$ cat src/rtl/serial_led_ctrl_frame_seq.sv
// Frame sequencer for the serial LED engine.
// A host fills a pixel buffer. On frame start the words go to the engine
// one at a time over its wr_en/ack/busy handshake. A latch gap follows the
// last word, and then a one-cycle done pulse is issued.
module serial_led_ctrl_frame_seq #(
    parameter  int CLOCK_FREQ    = 12000000,
    parameter  int LED_DATA_WORD = 32,
    parameter  int NUM_LEDS      = 8,
    parameter  int LATCH_US      = 80,
    parameter  int ACK_TIMEOUT   = 15,
    localparam int ADDR_W        = (NUM_LEDS > 1) ? $clog2(NUM_LEDS) : 1,
    localparam int LATCH_TICKS   = (CLOCK_FREQ / 1000000) * LATCH_US
) (
    input  logic                     clk_i,
    input  logic                     rst_i,
    input  logic                     pix_wr_en_i,
    input  logic [ADDR_W-1:0]        pix_addr_i,
    input  logic [LED_DATA_WORD-1:0] pix_data_i,
    input  logic                     frame_start_i,
    output logic                     frame_busy_o,
    output logic                     frame_done_o,
    output logic                     frame_err_o,
    output logic                     eng_output_en_o,
    output logic                     eng_wr_en_o,
    output logic [LED_DATA_WORD-1:0] eng_led_data_o,
    input  logic                     eng_busy_i,
    input  logic                     eng_ack_i
);

    localparam int LATCH_W = (LATCH_TICKS > 1) ? $clog2(LATCH_TICKS) : 1;
    localparam int TO_W    = (ACK_TIMEOUT > 1) ? $clog2(ACK_TIMEOUT) : 1;

    localparam logic [ADDR_W-1:0]  IDX_LAST   = ADDR_W'(NUM_LEDS - 1);
    localparam logic [ADDR_W:0]    NUM_WORDS  = (ADDR_W + 1)'(NUM_LEDS);
    localparam logic [LATCH_W-1:0] LATCH_LAST = LATCH_W'(LATCH_TICKS - 1);
    localparam logic [TO_W-1:0]    TO_LAST    = TO_W'(ACK_TIMEOUT - 1);

    typedef enum logic [2:0] {
        S_IDLE,
        S_LOAD,
        S_REQ,
        S_WAIT_BUSY,
        S_WAIT_DONE,
        S_LATCH,
        S_ABORT
    } state_t;

    // Pixel buffer: not touched by reset, powers up as all zeros.
    logic [LED_DATA_WORD-1:0] buf_mem [NUM_LEDS] = '{default: '0};

    state_t                   state_q;
    logic [ADDR_W-1:0]        idx_q;
    logic [LATCH_W-1:0]       latch_q;
    logic [TO_W-1:0]          to_q;
    logic                     busy_q;
    logic                     done_q;
    logic                     err_q;
    logic                     oen_q;
    logic                     wr_q;
    logic [LED_DATA_WORD-1:0] data_q;

    logic                     addr_ok;
    logic                     to_expired;
    logic                     idx_is_last;
    logic                     latch_end;

    assign addr_ok     = ({1'b0, pix_addr_i} < NUM_WORDS);
    assign to_expired  = (to_q == TO_LAST);
    assign idx_is_last = (idx_q == IDX_LAST);
    assign latch_end   = (latch_q == LATCH_LAST);

    // Host write port; out-of-range addresses are dropped.
    always_ff @(posedge clk_i) begin
        if (pix_wr_en_i && addr_ok) begin
            buf_mem[pix_addr_i] <= pix_data_i;
        end
    end

    // Frame sequencer FSM. All outputs are registered here.
    // The timeout and latch counters fall back to zero unless the current
    // state is counting, so they restart on every state entry.
    always_ff @(posedge clk_i) begin
        if (rst_i) begin
            state_q <= S_IDLE;
            idx_q   <= '0;
            latch_q <= '0;
            to_q    <= '0;
            busy_q  <= 1'b0;
            done_q  <= 1'b0;
            err_q   <= 1'b0;
            oen_q   <= 1'b0;
            wr_q    <= 1'b0;
            data_q  <= '0;
        end else begin
            done_q  <= 1'b0;
            to_q    <= '0;
            latch_q <= '0;
            case (state_q)
                S_IDLE: begin
                    if (frame_start_i) begin
                        state_q <= S_LOAD;
                        idx_q   <= '0;
                        busy_q  <= 1'b1;
                        oen_q   <= 1'b1;
                        err_q   <= 1'b0;
                    end
                end
                S_LOAD: begin
                    // Snapshot the word so that later host writes cannot disturb it.
                    data_q  <= buf_mem[idx_q];
                    wr_q    <= 1'b1;
                    state_q <= S_REQ;
                end
                S_REQ: begin
                    if (eng_ack_i) begin
                        state_q <= S_WAIT_BUSY;
                    end else if (to_expired) begin
                        wr_q    <= 1'b0;
                        err_q   <= 1'b1;
                        state_q <= S_ABORT;
                    end else begin
                        to_q <= to_q + TO_W'(1);
                    end
                end
                S_WAIT_BUSY: begin
                    if (eng_busy_i) begin
                        wr_q    <= 1'b0;
                        state_q <= S_WAIT_DONE;
                    end else if (to_expired) begin
                        wr_q    <= 1'b0;
                        err_q   <= 1'b1;
                        state_q <= S_ABORT;
                    end else begin
                        to_q <= to_q + TO_W'(1);
                    end
                end
                S_WAIT_DONE: begin
                    if (!eng_busy_i) begin
                        if (idx_is_last) begin
                            oen_q   <= 1'b0;
                            state_q <= S_LATCH;
                        end else begin
                            idx_q   <= idx_q + ADDR_W'(1);
                            state_q <= S_LOAD;
                        end
                    end
                end
                S_ABORT: begin
                    // The latch gap is still honoured after an abort.
                    oen_q   <= 1'b0;
                    state_q <= S_LATCH;
                end
                S_LATCH: begin
                    if (latch_end) begin
                        busy_q  <= 1'b0;
                        done_q  <= 1'b1;
                        state_q <= S_IDLE;
                    end else begin
                        latch_q <= latch_q + LATCH_W'(1);
                    end
                end
                default: begin
                    state_q <= S_IDLE;
                end
            endcase
        end
    end

    assign frame_busy_o    = busy_q;
    assign frame_done_o    = done_q;
    assign frame_err_o     = err_q;
    assign eng_output_en_o = oen_q;
    assign eng_wr_en_o     = wr_q;
    assign eng_led_data_o  = data_q;

endmodule
$ cat config.mk
export PLATFORM = sky130hd
export DESIGN_NAME = serial_led_ctrl_frame_seq
export DESIGN_NICKNAME = d
export VERILOG_FILES = /design/src/rtl/serial_led_ctrl_frame_seq.sv
export SDC_FILE = /design/constraint.sdc
export NUM_CORES = 1
export LEC_CHECK = 0
export ABC_AREA = 1
export BUFFER_PORTS_ARGS = -buffer_cell sky130_fd_sc_hd__clkbuf_2
export CORE_MARGIN = 2
export CORE_UTILIZATION = 37
export CTS_BUF_LIST = sky130_fd_sc_hd__clkbuf_4 sky130_fd_sc_hd__clkbuf_8
export DETAILED_ROUTE_END_ITERATION = 8
export SLEW_MARGIN = 40
export SYNTH_ARGS = -nofsm -noshare
export SYNTH_HDL_FRONTEND = slang
export SYNTH_SLANG_ARGS = --single-unit
$ cat constraint.sdc
create_clock -name clk_i -period 2.8 [get_ports clk_i]
set_input_delay 0.42 -clock clk_i [delete_from_list [all_inputs] [get_ports clk_i]]
set_output_delay 0.42 -clock clk_i [all_outputs]
set_load 0.01 [all_outputs]
==> results.md <==
* Outcome: finished clean
* Drt wl/cell at 15.2 µm
* # rows at 69
* Hold EP: buf_mem[4][2]
* Clk buf depth at 3
* # diodes at 0
* Tcrit/Tclk final at 0.668
* Syn Area/Cell at 10.1 µm²
* Worst hold path class: in2reg
* Hold-critical path depth at 1
* Yosys warns at 0
* Worst slew pin tran at 791 ps
* Ranking of synthesized cells by area: edfxtp_1 (58%), dfxtp_1 (8.7%), nand2_1 (8.6%)
* Pwr Density at 795 nW/µm²
* Vias in the first global route at 8,537
* Family with the most delay on the worst path: adder cells
* Post-DRT Antenna Nets at 0
* CORE AREA at 35,300 µm²
* Levels on crit path at 8
* Initial core utilization at 0.373
* Setup TNS at 0 ps
* CP Capture Type: flop
* Clock latency on the worst-skew pair at 580 ps
* Reg2Reg Launch Point: idx_q[0]
* Largest net degree at the start of global routing at 130
* Die Y at 193 µm
* Antenna violations before repair at 0
* Via count at 8,883
* Ys flop type: edfxtp_1
* Dpl hpwl at 17,400 µm
* First-pass GRT wire length at 46,100 µm
* IO Port Bufs at 77
* RePlAce Congestion at 0.790
* WP data arrival at 2340 ps
* Minimum clock period at 1870 ps
* Clock buffer count from CTS at 53
* Yosys cell types at 29
* Iter 0 DRT Violations at 572
* Critical Path Start Type: flop
* Post-Place Cells at 1,813
* Synth cell count leaders: nand2_1 (303), edfxtp_1 (256), inv_1 (218)
* Setup bufs post-CTS at 0
* Number of flops mapped to enable cells by yosys at 256
* TritonCTS clock tree: yes
* Max incr delay on CP at 440 ps
* Gr usage total at 0.160
* Setup slack, reg-to-reg at 930 ps
* Cell Count, Final, Fillers Out at 1,910
* IO Pins at 78
* Syn-to-layout area delta at 16.4%
* Nets@finish at 1,453
* Final core occ at 0.435
* Peak supply drop at 0.374 mV
* Crit path max-delay cell type: buf_12
* Die width at 193 µm
* Worst flop-to-flop path endpoint: eng_output_en_o
* Layout fillers at 3,306
* CTS root buf: clkbuf_8
* Fraction of layout cells with a size suffix above 1 at 0.164
* Fin. Hold Viols at 0
* Setup Skew at 34.6 ps
* Register area share after synthesis at 0.670
* Critical path cell sequence: buf_12 > ha_1 > ha_1 > nor2_1 > nand2_1 > nand2_1 > o21ai_0 > a21oi_1
* Total Power at 12,200 µW
* Clock sink count at 313
* Number of H-tree levels at 2
* CTS resizes at 0
* Setup Crit Path Kind: reg2reg
* Clock-pin slew on the worst setup and hold paths at 60 ps
* Gate Count Post-Synth at 1,311
* WL final at 29,000 µm
* Yosys top cell area share at 0.583
* R2R cell count at 8
* Setup Viol. Count Final at 0
* WP data required at 3270 ps
* Place WS at 782 ps
* MaxCap Viol Count at 0
* Via density at 4.65
* Remaining routing DRC violations at 0
* Hold Crit Start: pix_data_i[2]
* Max Slew Vio Count at 0
* RSZ-0062 raised after global routing: false
* Drt pass-1 iters at 5
* Post-cts hold buffer count at 0
* Synth Cell Area at 13,200 µm²
* Crit-path max FO at 129
* Slew margin rel. at 0.472
* Synth async-reset ratio at 0
* Count leader, synth: nand2_1
* Leak at 0.00649 µW
* Yosys top cell by area: edfxtp_1
* Mapped Nets at 1,357
* Highest clock rate at 535 MHz
* Worst path bufs/invs at 1
* Register bit total from synthesis at 313
* Die ar. at 37,200 µm²
* Grt total ovfl at 0
* Setup ws final at 930 ps
==> placed cells by master (no fill, tap or decap), drive strengths merged <==
| master | synthesis | final |
|---|---|---|
| a21oi | 39 | 39 |
| buf | 45 | 24 |
| bufinv | 0 | 7 |
| clkbuf | 15 | 147 |
| clkinv | 0 | 20 |
| dfxtp | 57 | 57 |
| edfxtp | 256 | 256 |
| ha | 5 | 5 |
| inv | 221 | 221 |
| nand2 | 303 | 303 |
| nand3 | 178 | 178 |
| nand3b | 1 | 1 |
| nand4 | 6 | 6 |
| nor2 | 107 | 107 |
| nor3 | 2 | 2 |
| o211ai | 1 | 1 |
| o21ai | 35 | 35 |
| o21bai | 1 | 1 |
| or2 | 32 | 32 |
| xnor2 | 2 | 2 |
| xor2 | 5 | 5 |
==> where the power goes <==
group / internal [µW] / switching (µW) / leakage (µW)
registers: 5410 / 193 / 0.00279
logic: 696 / 1390 / 0.00307
clock network: 2690 / 1820 / 0.000625
==> flip-flops by register name (all words and copies together), names as in the netlist <==
signal and flops:
to_q 4, eng_led_data_o 32, eng_output_en_o 1, latch_q 10
frame_done_o 1, frame_busy_o 1, idx_q 3, eng_wr_en_o 1
state_q 3, buf_mem 256, frame_err_o 1
==> metal layers <==
metal	vias to the layer above	part of all wire	routed length (µm)	track usage
met5	-	0	0	0
met4	0	0.025	721	0.0528
met3	59	0.054	1580	0.0307
met2	213	0.45	13000	0.254
met1	4172	0.47	13600	0.221
li1	4439	-	-	-
==> stage by stage <==
stage	hold slack [ps]	area [µm²]
2_1_floorplan	418	13200
3_3_place_gp	429	14200
3_5_place_dp	443	14200
4_1_cts	80.5	15400
5_1_grt	96.5	15400
6_report	123	15400
==> worst max-delay path by stage <==
stage,endpoint,startpoint,slack (ps)
2_1_floorplan,buf_mem[0][0],pix_addr_i[0],460
3_3_place_gp,buf_mem[1][12],pix_wr_en_i,830
3_5_place_dp,buf_mem[1][14],pix_wr_en_i,780
4_1_cts,eng_output_en_o,idx_q[0],940
5_1_grt,eng_output_en_o,idx_q[0],720
6_report,eng_output_en_o,idx_q[0],930
==> cell type report <==
cell class                 count  area (µm²)  share of cell area
clock inverter                27         310              0.0202
inverter                     221         833              0.0543
multi-input combinational    717        3280               0.214
tap                          461         577              0.0376
clock buffer                  70         876              0.0570
sequential                   313        8830               0.575
timing repair buffer         101         641              0.0417
==> worst register-to-register path, stage by stage, from the launching register on <==
cell and delay (ps):
dfxtp_4 370, buf_12 440, ha_1 320, ha_1 210, nor2_1 50, nand2_1 90, nand2_1 50, o21ai_0 150
a21oi_1 80
==> cells by family after synthesis <==
logic type      synth area share
fa+ha+maj                0.00474
compound gates            0.0292
simple gates               0.205
flops                      0.670
xor+xnor                 0.00465
buf+inv                   0.0866
(Power assumes the default switching activity.)
